## config.mk

```make
export PLATFORM = sky130hd
export DESIGN_NAME = seq_gen_flat
export DESIGN_NICKNAME = d
export VERILOG_FILES = /design/src/rtl/seq_pkg.sv /design/src/rtl/seq_gen_if.sv /design/src/rtl/seq_gen_shreg.sv /design/src/rtl/seq_gen.sv /design/src/flat_wrapper.sv
export SDC_FILE = /design/constraint.sdc
export NUM_CORES = 1
export LEC_CHECK = 0
export BUFFER_PORTS_ARGS = -buffer_cell sky130_fd_sc_hd__buf_4
export CAP_MARGIN = 10
export CORE_MARGIN = 1
export CORE_UTILIZATION = 56
export CTS_CLUSTER_SIZE = 24
export DETAILED_ROUTE_END_ITERATION = 10
export GPL_ROUTABILITY_DRIVEN = 0
export PLACE_DENSITY_LB_ADDON = 0.05
export REMOVE_ABC_BUFFERS = 1
export SLEW_MARGIN = 20
export SYNTH_ARGS = -nofsm -noshare
export SYNTH_HDL_FRONTEND = slang
export SYNTH_SLANG_ARGS = --single-unit
```

## constraint.sdc

```tcl
create_clock -name clk -period 2.2 [get_ports clk]
set_input_delay 0.33 -clock clk [delete_from_list [all_inputs] [get_ports clk]]
set_output_delay 0.33 -clock clk [all_outputs]
set_load 0.01 [all_outputs]
```

## src/rtl/seq_pkg.sv

```systemverilog
`default_nettype none
// ----------------------------------------------------------------------------
// seq_pkg : shared state encoding and default widths for seq_gen | rev 1.0
// ----------------------------------------------------------------------------
package seq_pkg;

  typedef enum logic [1:0] {
    IDLE  = 2'd0,
    SHIFT = 2'd1,
    GAP   = 2'd2
  } state_t;

  localparam int unsigned DEF_W     = 4;
  localparam int unsigned DEF_CNT_W = 8;
  localparam int unsigned DEF_GAP_W = 4;

  localparam logic [3:0] DEF_PATTERN_RST = 4'b0101;

endpackage
`default_nettype wire

```

## src/rtl/seq_gen_if.sv

```systemverilog
`default_nettype none
// ----------------------------------------------------------------------------
// seq_gen_if : control/data bundle for seq_gen (master = driver) | rev 1.0
// ----------------------------------------------------------------------------
interface seq_gen_if
  import seq_pkg::*;
#(
  parameter int unsigned W     = DEF_W,
  parameter int unsigned CNT_W = DEF_CNT_W,
  parameter int unsigned GAP_W = DEF_GAP_W
);

  logic             load;
  logic [W-1:0]     pattern_in;
  logic             start;
  logic             stop;
  logic [CNT_W-1:0] rep;
  logic [GAP_W-1:0] gap;
  logic             dout;
  logic             valid;
  logic             busy;
  logic             done;

  modport master (
    output load, pattern_in, start, stop, rep, gap,
    input  dout, valid, busy, done
  );

  modport slave (
    input  load, pattern_in, start, stop, rep, gap,
    output dout, valid, busy, done
  );

endinterface
`default_nettype wire

```

## src/rtl/seq_gen_shreg.sv

```systemverilog
`default_nettype none
// ----------------------------------------------------------------------------
// seq_gen_shreg : parallel-load shift-left register with bit down-counter | rev 1.0
// ----------------------------------------------------------------------------
module seq_gen_shreg
  import seq_pkg::*;
#(
  parameter int unsigned W = DEF_W
) (
  input  wire logic         clk,
  input  wire logic         reset,
  input  wire logic         ld,
  input  wire logic         sh,
  input  wire logic [W-1:0] d,
  output logic              msb,
  output logic              last
);

  localparam int unsigned CW = $clog2(W);

  logic [W-1:0]  sr_q;
  logic [CW-1:0] cnt_q;

  // Shifting fills with zeros, so a fully shifted-out register drives 0.
  always_ff @(posedge clk or posedge reset) begin
    if (reset) begin
      sr_q  <= '0;
      cnt_q <= '0;
    end else if (ld) begin
      sr_q  <= d;
      cnt_q <= CW'(W - 1);
    end else if (sh) begin
      sr_q  <= {sr_q[W-2:0], 1'b0};
      cnt_q <= cnt_q - CW'(1);
    end
  end

  assign msb  = sr_q[W-1];
  assign last = (cnt_q == '0);

endmodule
`default_nettype wire

```

## src/rtl/seq_gen.sv

```systemverilog
`default_nettype none
// ----------------------------------------------------------------------------
// seq_gen : serial pattern transmitter, MSB-first, repeat count and idle gaps | rev 1.0
// ----------------------------------------------------------------------------
module seq_gen
  import seq_pkg::*;
#(
  parameter int unsigned W           = DEF_W,
  parameter logic [W-1:0] PATTERN_RST = W'(DEF_PATTERN_RST),
  parameter int unsigned CNT_W       = DEF_CNT_W,
  parameter int unsigned GAP_W       = DEF_GAP_W
) (
  input  wire logic clk,
  input  wire logic reset,
  seq_gen_if.slave  bus
);

  state_t           state_q, state_d;
  logic [W-1:0]     pat_q, pat_d;
  logic [CNT_W-1:0] rep_q, rep_d;
  logic [GAP_W-1:0] gap_q, gap_d;
  logic [GAP_W-1:0] gcnt_q, gcnt_d;
  logic             valid_q, busy_q, done_q;
  logic             done_d;

  logic             sr_ld, sr_sh, sr_msb, sr_last;
  logic [W-1:0]     sr_din;

  seq_gen_shreg #(.W(W)) u_shreg (
    .clk   (clk),
    .reset (reset),
    .ld    (sr_ld),
    .sh    (sr_sh),
    .d     (sr_din),
    .msb   (sr_msb),
    .last  (sr_last)
  );

  always_comb begin
    state_d = state_q;
    pat_d   = pat_q;
    rep_d   = rep_q;
    gap_d   = gap_q;
    gcnt_d  = gcnt_q;
    done_d  = 1'b0;
    sr_ld   = 1'b0;
    sr_sh   = 1'b0;
    sr_din  = pat_q;

    case (state_q)
      IDLE: begin
        if (bus.load) begin
          pat_d = bus.pattern_in;
        end
        if (bus.start && !bus.stop) begin
          rep_d   = bus.rep;
          gap_d   = bus.gap;
          sr_ld   = 1'b1;
          sr_din  = bus.load ? bus.pattern_in : pat_q;
          state_d = SHIFT;
        end
      end

      SHIFT: begin
        if (bus.stop) begin
          // Loading zeros keeps dout low for the whole idle period after abort.
          sr_ld   = 1'b1;
          sr_din  = '0;
          state_d = IDLE;
        end else if (!sr_last) begin
          sr_sh = 1'b1;
        end else if (rep_q == CNT_W'(1)) begin
          sr_sh   = 1'b1;
          done_d  = 1'b1;
          state_d = IDLE;
        end else begin
          if (rep_q != '0) begin
            rep_d = rep_q - CNT_W'(1);
          end
          if (gap_q != '0) begin
            sr_sh   = 1'b1;
            gcnt_d  = gap_q;
            state_d = GAP;
          end else begin
            sr_ld = 1'b1;
          end
        end
      end

      GAP: begin
        if (bus.stop) begin
          state_d = IDLE;
        end else if (gcnt_q <= GAP_W'(1)) begin
          sr_ld   = 1'b1;
          state_d = SHIFT;
        end else begin
          gcnt_d = gcnt_q - GAP_W'(1);
        end
      end

      default: begin
        state_d = IDLE;
      end
    endcase
  end

  always_ff @(posedge clk or posedge reset) begin
    if (reset) begin
      state_q <= IDLE;
      pat_q   <= PATTERN_RST;
      rep_q   <= '0;
      gap_q   <= '0;
      gcnt_q  <= '0;
      valid_q <= 1'b0;
      busy_q  <= 1'b0;
      done_q  <= 1'b0;
    end else begin
      state_q <= state_d;
      pat_q   <= pat_d;
      rep_q   <= rep_d;
      gap_q   <= gap_d;
      gcnt_q  <= gcnt_d;
      valid_q <= (state_d == SHIFT);
      busy_q  <= (state_d != IDLE);
      done_q  <= done_d;
    end
  end

  assign bus.dout  = sr_msb;
  assign bus.valid = valid_q;
  assign bus.busy  = busy_q;
  assign bus.done  = done_q;

endmodule
`default_nettype wire

```

## src/flat_wrapper.sv

```systemverilog
// flat-port wrapper written by rule: the top's interface ports become plain ports
module seq_gen_flat import seq_pkg::*;
#(
  parameter int unsigned W           = DEF_W,
  parameter logic [W-1:0] PATTERN_RST = W'(DEF_PATTERN_RST),
  parameter int unsigned CNT_W       = DEF_CNT_W,
  parameter int unsigned GAP_W       = DEF_GAP_W
)
  (clk, reset, bus_load, bus_pattern_in, bus_start, bus_stop, bus_rep, bus_gap, bus_dout, bus_valid, bus_busy, bus_done);
  seq_gen_if #(.W(W), .CNT_W(CNT_W), .GAP_W(GAP_W)) bus_i ();
  input  wire logic clk;
  input  wire logic reset;
  input wire logic [$bits(bus_i.load)-1:0] bus_load;
  input wire logic [$bits(bus_i.pattern_in)-1:0] bus_pattern_in;
  input wire logic [$bits(bus_i.start)-1:0] bus_start;
  input wire logic [$bits(bus_i.stop)-1:0] bus_stop;
  input wire logic [$bits(bus_i.rep)-1:0] bus_rep;
  input wire logic [$bits(bus_i.gap)-1:0] bus_gap;
  output wire logic [$bits(bus_i.dout)-1:0] bus_dout;
  output wire logic [$bits(bus_i.valid)-1:0] bus_valid;
  output wire logic [$bits(bus_i.busy)-1:0] bus_busy;
  output wire logic [$bits(bus_i.done)-1:0] bus_done;
  assign bus_i.load = bus_load;
  assign bus_i.pattern_in = bus_pattern_in;
  assign bus_i.start = bus_start;
  assign bus_i.stop = bus_stop;
  assign bus_i.rep = bus_rep;
  assign bus_i.gap = bus_gap;
  assign bus_dout = bus_i.dout;
  assign bus_valid = bus_i.valid;
  assign bus_busy = bus_i.busy;
  assign bus_done = bus_i.done;
  seq_gen #(.W(W), .PATTERN_RST(PATTERN_RST), .CNT_W(CNT_W), .GAP_W(GAP_W)) u_core (.clk(clk), .reset(reset), .bus(bus_i));
endmodule
```

==> metrics.md, run 1 <==
| Metric | Value |
|---|---|
| Clock skew | `0.00364 ns` |
| Most frequent cells in the layout | `buf_4 (36), dfrtp_1 (29), nand2_1 (16), nor2_1 (11)` |
| Total of warnings raised by yosys | `0` |
| FP Rows | `19` |
| Vias in the first global route | `approximately 1.5k` |
| Setup crit start kind | `register` |
| First drt pass iteration count | `7` |
| CTS clk-pin slew, worst paths | `0.09 ns` |
| Syn-to-layout area delta | `19.1%` |
| P per Cell Area | `approximately 1200 nW/µm²` |
| Dpl ws | `around 0.096 ns` |
| Leakage | `approximately 1 nW` |
| Critical path arrival | `between 2 and 2.5 ns` |
| Crit-path slowest cell | `or3b_2` |
| Crit path buf inv count | `1` |
| Number of remaining DRC errors | `2` |
| Final Slew Violations | `0` |
| Worst Setup Path Type | `reg2reg` |
| Total Wirelength | `3650 µm` |
| Worst path cell trace | `inv_1, ha_1, or3b_2, o211ai_2, a22oi_1, or2_4, a211o_1` |
| Initial antenna violation count | `0` |
| Width of the chip | `a little under 60 µm` |
| Worst-skew pair later-pin latency | `~0.32 ns` |
| IO Count | `25` |
| Seq cells post-synth | `31` |
| Synthesized area per cell | `around 9.8 µm²` |
| Tot GR Track Use | `between 20% and 30%` |
| Most common cell after layout, fill and taps aside | `buf_4` |
| Max_slew headroom | `about three fifths` |
| Worst-margin pin slew | `approximately 0.59 ns` |
| Min-delay worst type | `in2async` |
| GRT overflow | `0` |
| N_diodes | `0` |
| Worst vdd ir | `between 700 and 800 µV` |
| Met2 wire length | `1790 µm` |
| Largest net degree at the start of global routing | `32` |
| Cts bufs inserted | `5` |
| Clock Root Buffer | `clkbuf_4` |
| Primary FF master, synth | `dfrtp_1` |
| Drt via density | `6.00` |
| # clock sinks | `31` |
| Met3 Wirelength | `between 150 and 200 µm` |
| Die H | `slightly below 60 µm` |
| Post-DRT Antenna Nets | `0` |
| Crit path required time | `2.42 ns` |
| Die Area | `roughly 3400 µm²` |
| Top Layer Used | `met4` |
| Via count | `1494` |
| Ys async rst share | `100%` |
| Period utilization | `between 90 and 100%` |
| Register Area | `778 µm²` |
| MaxCap Viol Count | `0` |
| Crit path time final | `2.04 ns` |
| Share of layout cells above drive strength 1 | `~28%` |
| RSZ-0062 raised after global routing | `no` |
| DRT iter0 DRCs | `69` |
| TNS Setup | `0 ns` |
| WL/cell | `approximately 15 µm` |
| Yosys cell types | `48` |
| CTS Buffer Depth | `2` |
| Hpwl dp | `around 2700 µm` |
| Violated checks | `design-rule violations` |
| EDFF count, synth | `0` |
| Setup Viol. Count Final | `0` |
| Filler instances | `approximately 220` |
| Max Freq | `slightly below 0.5 GHz` |
| First-pass GRT wire length | `~6500 µm` |
| CTS tree | `yes` |
| Crit-path max FO | `6` |
| Status | `finished with violations` |
| PortBufs | `24` |
| Core box area | `between 2000 and 3000 µm²` |
| Mapped cell area | `between 1500 and 2000 µm²` |
| H-tree levels | `2` |
| Final nets | `about 240` |
| Seq/Total Area, Yosys | `44.3%` |
| Cell family with most CP delay | `simple AND/OR/NAND/NOR gates` |
| Final hold vios | `0` |
| Cells after synthesis | `179` |
| Crit end category | `register` |
| Metal1 wirelength | `~1600 µm` |
| Area occupied by multi-input gates | `~920 µm²` |
| Delay of the slowest cell on the worst path | `between 0.4 and 0.5 ns` |
| Initial Util | `between 60 and 70%` |
| Final WS setup | `approximately 0.16 ns` |
## registers in the layout (all words and copies together), names as in the netlist
| name | count |
|---|---|
| u_core.bus.busy | 1 |
| u_core.bus.done | 1 |
| u_core.bus.valid | 1 |
| u_core.gap_q | 4 |
| u_core.gcnt_q | 4 |
| u_core.pat_q | 4 |
| u_core.rep_q | 8 |
| u_core.state_q | 2 |
| u_core.u_shreg.cnt_q | 2 |
| u_core.u_shreg.sr_q | 4 |
## cells by family after synthesis
kind of cell / share of synthesized area, %
compound gates: 18.5
xor+xnor: 0.499
fa+ha+maj: 4.27
buf+inv: 3.63
flops: 44.3
mux: 9.76
simple gates: 19.0
## cell type report
class	count	share of cell area [%]
multi-input cells	133	43.8
inverters	10	1.79
well taps	31	1.85
repair buffers	36	12.9
clock inverters	1	0.239
flip-flops and latches	31	37.2
clock buffers	7	2.15
## worst min-delay path, cell delays in order
cell	delay, ns
buf_4	0.10
inv_1	0.04
buf_4	0.34
## worst paths after layout
| check | endpoint | startpoint | cells after the start | slack (ns) |
|---|---|---|---|---|
| max | u_core.u_shreg.cnt_q[1] | u_core.rep_q[1] | 7 | 0.16 |
| min | u_core.u_shreg.cnt_q[0] | reset | 3 | 0.07 |
| max reg2reg | u_core.u_shreg.cnt_q[1] | u_core.rep_q[1] | 7 | 0.16 |
| min reg2reg | u_core.u_shreg.cnt_q[1] | u_core.u_shreg.cnt_q[1] | 1 | 0.51 |
| max in group asynchronous | u_core.pat_q[0] | reset | 3 | 1.81 |
| min in group clk | u_core.rep_q[7] | bus_rep[7] | 3 | 0.22 |
## report_power, final
| group | switching (mW) | internal [mW] | total [mW] |
|---|---|---|---|
| combinational | 0.565 | 0.552 | 1.12 |
| sequential | 0.201 | 0.834 | 1.03 |
| clock | 0.180 | 0.124 | 0.305 |
## metrics by stage
step	util [%]	hold WS (ns)	power [mW]	instances	cell area, µm²
2_1_floorplan	-	0.432	1.76	174	1730
3_3_place_gp	71.5	0.431	2.09	241	2040
3_5_place_dp	71.5	0.438	2.15	241	2040
4_1_cts	73.2	0.0792	2.46	249	2090
5_1_grt	73.3	0.117	2.66	249	2090
6_report	73.3	0.0747	2.46	249	2090
## synthesized netlist by cell type, drive strengths merged, types with 5 or more instances
library cell | count | area [µm²]
a21oi | 11 | 58.8
a31oi | 6 | 37.5
dfrtp | 29 | 726
ha | 6 | 75.1
inv | 10 | 37.5
mux2 | 9 | 101
mux2i | 7 | 70.1
nand2 | 16 | 60.1
nor2 | 11 | 41.3
nor3 | 5 | 25.0
nor4 | 5 | 31.3
o21ai | 11 | 58.8
## metal layers
| layer | track usage [%] | vias up |
|---|---|---|
| met5 | 0 | - |
| met4 | 10.9 | 0 |
| met3 | 7.37 | 12 |
| met2 | 41.9 | 48 |
| met1 | 31.9 | 697 |
| li1 | - | 737 |
## timing repair
action / 4_1_cts / 5_1_grt
hold buffers: 0 / 0
endpoints found under the setup margin: 0 / 1
resized for setup: 0 / 1
buffers inserted: 0 / 0
Note: power is estimated with default switching activity, not from simulation.
==> run 2, diff against run 1 <==
==> constraint.sdc (replaced) <==
create_clock -name clk -period 2.02 [get_ports clk]
set_input_delay 0.303 -clock clk [delete_from_list [all_inputs] [get_ports clk]]
set_output_delay 0.303 -clock clk [all_outputs]
set_load 0.01 [all_outputs]
==> run 2 against run 1 <==
The flow still finishes with violations (design-rule violations). Die area unchanged. Sequential share of layout area down 3.0 points. Routed wire length up 20%. Final cell count up 4.4%. Setup slack worse by 0.13 ns. Hold slack worse by 0.045 ns. Non-clock buffer count up 11. Largest cell class unchanged.
==> metrics.md, run 2 (synthesis results as in run 1) <==
| Metric | Value |
|---|---|
| Min-delay worst type | `in2async` |
| RSZ-0062 raised after global routing | `yes` |
| Width of the chip | `approximately 58 µm` |
| Initial Util | `approximately three fifths` |
| Area occupied by multi-input gates | `between 900 and 1000 µm²` |
| Max_slew headroom | `about three fifths` |
| Largest reg by FF count | `u_core.rep_q` |
| Setup crit start kind | `register` |
| P_int | `between 1.5 and 2 mW` |
| First-pass GRT wire length | `roughly 6700 µm` |
| FP Rows | `19` |
| Register Area | `778 µm²` |
| Post-cts hold buffer count | `0` |
| Placed Cells | `approximately 240` |
| Period utilization | `between 90% and 100%` |
| CTS clk-pin slew, worst paths | `about 0.1 ns` |
| CTS Buffer Depth | `2` |
| PortBufs | `24` |
| Die H | `a little under 60 µm` |
| Status | `finished with violations` |
| # clock sinks | `31` |
| Dpl cell area | `slightly above 2000 µm²` |
| Flop pwr share | `~37%` |
| Violated checks | `design-rule violations` |
| MaxCap Viol Count | `0` |
| GRT overflow | `0` |
| Number of remaining DRC errors | `2` |
| Final WS setup | `0.0253 ns` |
| Final hold vios | `0` |
| Post-Route Utilization | `79.7%` |
| Final nets | `roughly 260` |
| Final Instance Area | `approximately 2300 µm²` |
| Switch share | `between 30% and 40%` |
| Max Freq | `roughly 0.5 GHz` |
| TNS Setup | `0 ns` |
| First drt pass iteration count | `7` |
| Initial antenna violation count | `0` |
| H-tree levels | `2` |
| DRT iter0 DRCs | `86` |
| Worst-skew pair later-pin latency | `0.34 ns` |
| Die Area | `approximately 3400 µm²` |
| IO Count | `25` |
| Hold WS | `0.0301 ns` |
| Worst vdd ir | `~870 µV` |
| Via count | `1627` |
| Worst-margin pin slew | `~0.61 ns` |
| Post-Layout Cell Count | `between 200 and 300` |
| Share of layout cells above drive strength 1 | `roughly a third` |
| Total Wirelength | `~4400 µm` |
| Total Power | `~3.1 mW` |
| Max reg flops | `8` |
| Post-DRT Antenna Nets | `0` |
| Most frequent cells in the layout | `buf_4 (46), dfrtp_1 (29), nand2_1 (16), nor2_1 (11), inv_1 (10)` |
| Vias in the first global route | `~1.5k` |
| Drt via density | `between 6 and 7` |
| Final Slew Violations | `0` |
| Tot GR Track Use | `a little over a quarter` |
| N_diodes | `0` |
| Critical path arrival | `about 2.2 ns` |
| Setup Viol. Count Final | `0` |
| Crit end category | `register` |
| Leakage | `~1.1 nW` |
| Crit path time final | `roughly 2 ns` |
| CTS tree | `yes` |
| Cts bufs inserted | `5` |
| Hpwl dp | `just under 3000 µm` |
| Dpl ws | `-0.0474 ns` |
| Switching power | `1.19 mW` |
| Syn-to-layout area delta | `29.5%` |
| WL/cell | `approximately 17 µm` |
| Core box area | `between 2000 and 3000 µm²` |
| Clock Root Buffer | `clkbuf_4` |
| Crit path required time | `between 2 and 2.5 ns` |
| Filler instances | `176` |
| Worst Setup Path Type | `reg2reg` |
| Largest net degree at the start of global routing | `32` |
| Most common cell after layout, fill and taps aside | `buf_4` |
| Comb power frac | `a little under half` |
| Crit-path max FO | `6` |
| Clock skew | `roughly 0.0087 ns` |
| P per Cell Area | `between 1000 and 1500 nW/µm²` |
| Clk pwr share | `~17%` |
-- run 2: repair_timing --
action / CTS / global route
pin swaps: 3 / 4
buffers inserted: 5 / 3
cloned: 0 / 0
setup endpoints to repair: 7 / 16
gates resized for setup: 2 / 12
-- run 2: worst max-delay path, stage by stage, from the launching register on --
cell	delay [ns]
dfrtp_1	0.39
inv_1	0.10
ha_1	0.17
or3b_4	0.40
o211ai_4	0.20
a22oi_1	0.11
or2_4	0.28
a211o_1	0.23
-- run 2: layer usage --
metal  part of all wire [%]  routed length, µm  global-route usage, %  up-vias
li1                       -                  -                      -      760
met1                     41               1800                   34.6      782
met2                     50               2170                   45.5       73
met3                    7.1                312                   6.25       12
met4                    2.3                102                   8.50        0
met5                      0                  0                      0        -
-- run 2: cell type report --
class | instances | share of cell area [%]
Multi-Input combinational cell | 133 | 43.0
Sequential cell | 31 | 34.2
Timing Repair Buffer | 47 | 15.7
Clock buffer | 6 | 2.26
Tap cell | 31 | 1.71
Inverter | 10 | 1.65
Clock inverter | 2 | 1.54
-- run 2: worst paths after layout --
path / to / startpoint / cells past startpoint / slack, ns
worst max register to register: u_core.u_shreg.cnt_q[1] / u_core.rep_q[1] / 7 / 0.03
min in group clk: u_core.gap_q[1] / bus_gap[1] / 2 / 0.19
worst min-delay path: u_core.rep_q[1] / reset / 3 / 0.03
max in group asynchronous: u_core.pat_q[0] / reset / 3 / 1.67
worst min register to register: u_core.u_shreg.cnt_q[1] / u_core.u_shreg.cnt_q[1] / 1 / 0.50
worst max-delay path: u_core.u_shreg.cnt_q[1] / u_core.rep_q[1] / 7 / 0.03
-- run 2: power groups by stage --
stage                     clock network [mW]  logic (mW)  registers [mW]
after floorplan                            0       0.800            1.12
after global placement                     0        1.19            1.12
after detailed placement                   0        1.25            1.14
after CTS                              0.520        1.33            1.12
after global routing                   0.548        1.59            1.18
final                                  0.516        1.44            1.15
==> run 3, diff against run 2 <==
--- a/config.mk
+++ b/config.mk
@@ -13,7 +13,6 @@
 export DETAILED_ROUTE_END_ITERATION = 10
 export GPL_ROUTABILITY_DRIVEN = 0
 export PLACE_DENSITY_LB_ADDON = 0.05
-export REMOVE_ABC_BUFFERS = 1
 export SLEW_MARGIN = 20
 export SYNTH_ARGS = -nofsm -noshare
 export SYNTH_HDL_FRONTEND = slang
==> run 3 against run 2 <==
The flow still finishes with violations (design-rule violations). Critical path type unchanged. Highest routed layer unchanged. Critical endpoint unchanged. Routed wire length is 10% lower. Non-clock buffer count is 1 lower. Clock-buffer cell count is 1 higher. Hold slack better by 0.019 ns.
==> metrics.md, run 3 (synthesis results as in run 1) <==
| Metric | Value |
|---|---|
| PortBufs | `24` |
| Violated checks | `design-rule violations` |
| FP Rows | `19` |
| Syn-to-layout area delta | `25.5%` |
| Share of layout cells above drive strength 1 | `35.1%` |
| Worst Setup Path Type | `reg2reg` |
| Largest net degree at the start of global routing | `32` |
| CTS clk-pin slew, worst paths | `0.09 ns` |
| Setup crit start kind | `register` |
| TNS Setup | `0 ns` |
| Final Slew Violations | `0` |
| Post-DRT Antenna Nets | `0` |
| Crit-path max FO | `6` |
| Final nets | `about 250` |
| Min-delay worst type | `in2async` |
| Cell family with most CP delay | `simple AND/OR/NAND/NOR gates` |
| Syn nets | `206` |
| Vias in the first global route | `around 1.6k` |
| Die H | `between 50 and 60 µm` |
| Max Freq | `between 0.5 and 0.6 GHz` |
| DRT iter0 DRCs | `76` |
| Final Instance Area | `roughly 2200 µm²` |
| Number of remaining DRC errors | `1` |
| Worst path cell trace | `inv_2, ha_2, or3b_4, o211ai_2, a22oi_1, or2_4, a211o_1` |
| Worst-margin pin slew | `just over 0.6 ns` |
| Dpl cell area | `slightly above 2000 µm²` |
| Leakage | `~1.0 nW` |
| Total Wirelength | `~3900 µm` |
| Initial antenna violation count | `0` |
| Drt via density | `between 6 and 7` |
| Period utilization | `97.7%` |
| Clock skew | `0.00772 ns` |
| # clock sinks | `31` |
| Crit end category | `register` |
| Crit-path slowest cell | `dfrtp_1` |
| MaxCap Viol Count | `0` |
| CTS tree | `yes` |
| Post-cts hold buffer count | `0` |
| Hold WS | `approximately 0.049 ns` |
| Cts bufs inserted | `5` |
| IO Count | `25` |
| Largest reg by FF count | `u_core.rep_q` |
| Critical path arrival | `2.18 ns` |
| Via count | `1565` |
| Clock Root Buffer | `clkbuf_4` |
| Crit path required time | `approximately 2.2 ns` |
| Initial Util | `61.6%` |
| Filler instances | `between 150 and 200` |
| WL/cell | `between 15 and 20 µm` |
| Die Area | `3370 µm²` |
| Crit path time final | `1.97 ns` |
| Status | `finished with violations` |
| Delay of the slowest cell on the worst path | `around 0.40 ns` |
| Setup Viol. Count Final | `0` |
| RSZ-0062 raised after global routing | `no` |
| Width of the chip | `about 58 µm` |
| Crit path buf inv count | `1` |
| P per Cell Area | `approximately 1300 nW/µm²` |
| N_diodes | `0` |
| CTS Buffer Depth | `2` |
| Worst vdd ir | `roughly 840 µV` |
| Final hold vios | `0` |
| H-tree levels | `2` |
| GRT overflow | `0` |
| Most common cell after layout, fill and taps aside | `buf_4` |
| Max_slew headroom | `between 50 and 60%` |
| First drt pass iteration count | `7` |
| Most frequent cells in the layout | `buf_4 (46), dfrtp_1 (29), nand2_1 (16), nor2_1 (11)` |
| Core box area | `2850 µm²` |
| Post-Route Utilization | `between 70 and 80%` |
| Tot GR Track Use | `26.2%` |
| Worst-skew pair later-pin latency | `roughly 0.32 ns` |
| Hpwl dp | `2820 µm` |
| First-pass GRT wire length | `6630 µm` |
| Max reg flops | `8` |
run 3: routing by layer:
| layer | track usage [%] | share of wire (%) |
|---|---|---|
| met3 | 6.92 | 5.6 |
| met5 | 0 | 0 |
| met2 | 43.8 | 50 |
| met1 | 31.4 | 43 |
| met4 | 12.9 | 1.6 |
run 3: power by group:
part | switching, mW | internal, mW | leakage (nW) | total (mW)
Sequential | 0.233 | 0.908 | 0.364 | 1.14
Clock | 0.198 | 0.135 | 0.0293 | 0.333
Combinational | 0.677 | 0.695 | 0.654 | 1.37
run 3: per-stage QoR:
step | instances | power, mW | worst slack, ns
after floorplan | 179 | 1.95 | 0.0163
after global placement | 246 | 2.33 | 0.0367
after detailed placement | 246 | 2.40 | -0.0169
after CTS | 254 | 2.75 | 0.0224
after global routing | 259 | 3.05 | 0.0119
final | 259 | 2.85 | 0.0456
run 3: path summary, 6_finish.rpt:
check	end	slack (ns)	from	cells after the start
setup / recovery	u_core.u_shreg.cnt_q[1]	0.05	u_core.rep_q[1]	7
hold / removal	u_core.rep_q[7]	0.05	reset	3
setup reg to reg	u_core.u_shreg.cnt_q[1]	0.05	u_core.rep_q[1]	7
hold reg to reg	u_core.u_shreg.cnt_q[1]	0.53	u_core.u_shreg.cnt_q[1]	1
max in group asynchronous	u_core.pat_q[2]	1.65	reset	3
min in group clk	u_core.gap_q[0]	0.21	bus_gap[0]	2
run 3: what timing repair did:
action / 4_1_cts / 5_1_grt
gates resized for setup: 2 / 11
endpoints found under the setup margin: 2 / 10
gates cloned: 0 / 0
setup buffers: 0 / 5
endpoints found under the hold margin: 0 / 0
pin swaps: 0 / 4
run 3: final cells by class:
class	count	area, µm²	area share, %
Sequential cell	31	778	35.3
Clock inverter	1	5.00	0.227
Clock buffer	7	45.0	2.04
Tap cell	31	38.8	1.76
Inverter	10	37.5	1.70
Timing Repair Buffer	46	345	15.7
Multi-Input combinational cell	133	955	43.3
run 3: worst min-delay path: stages:
cell and delay [ns]:
buf_4 0.10, inv_1 0.04, buf_4 0.33
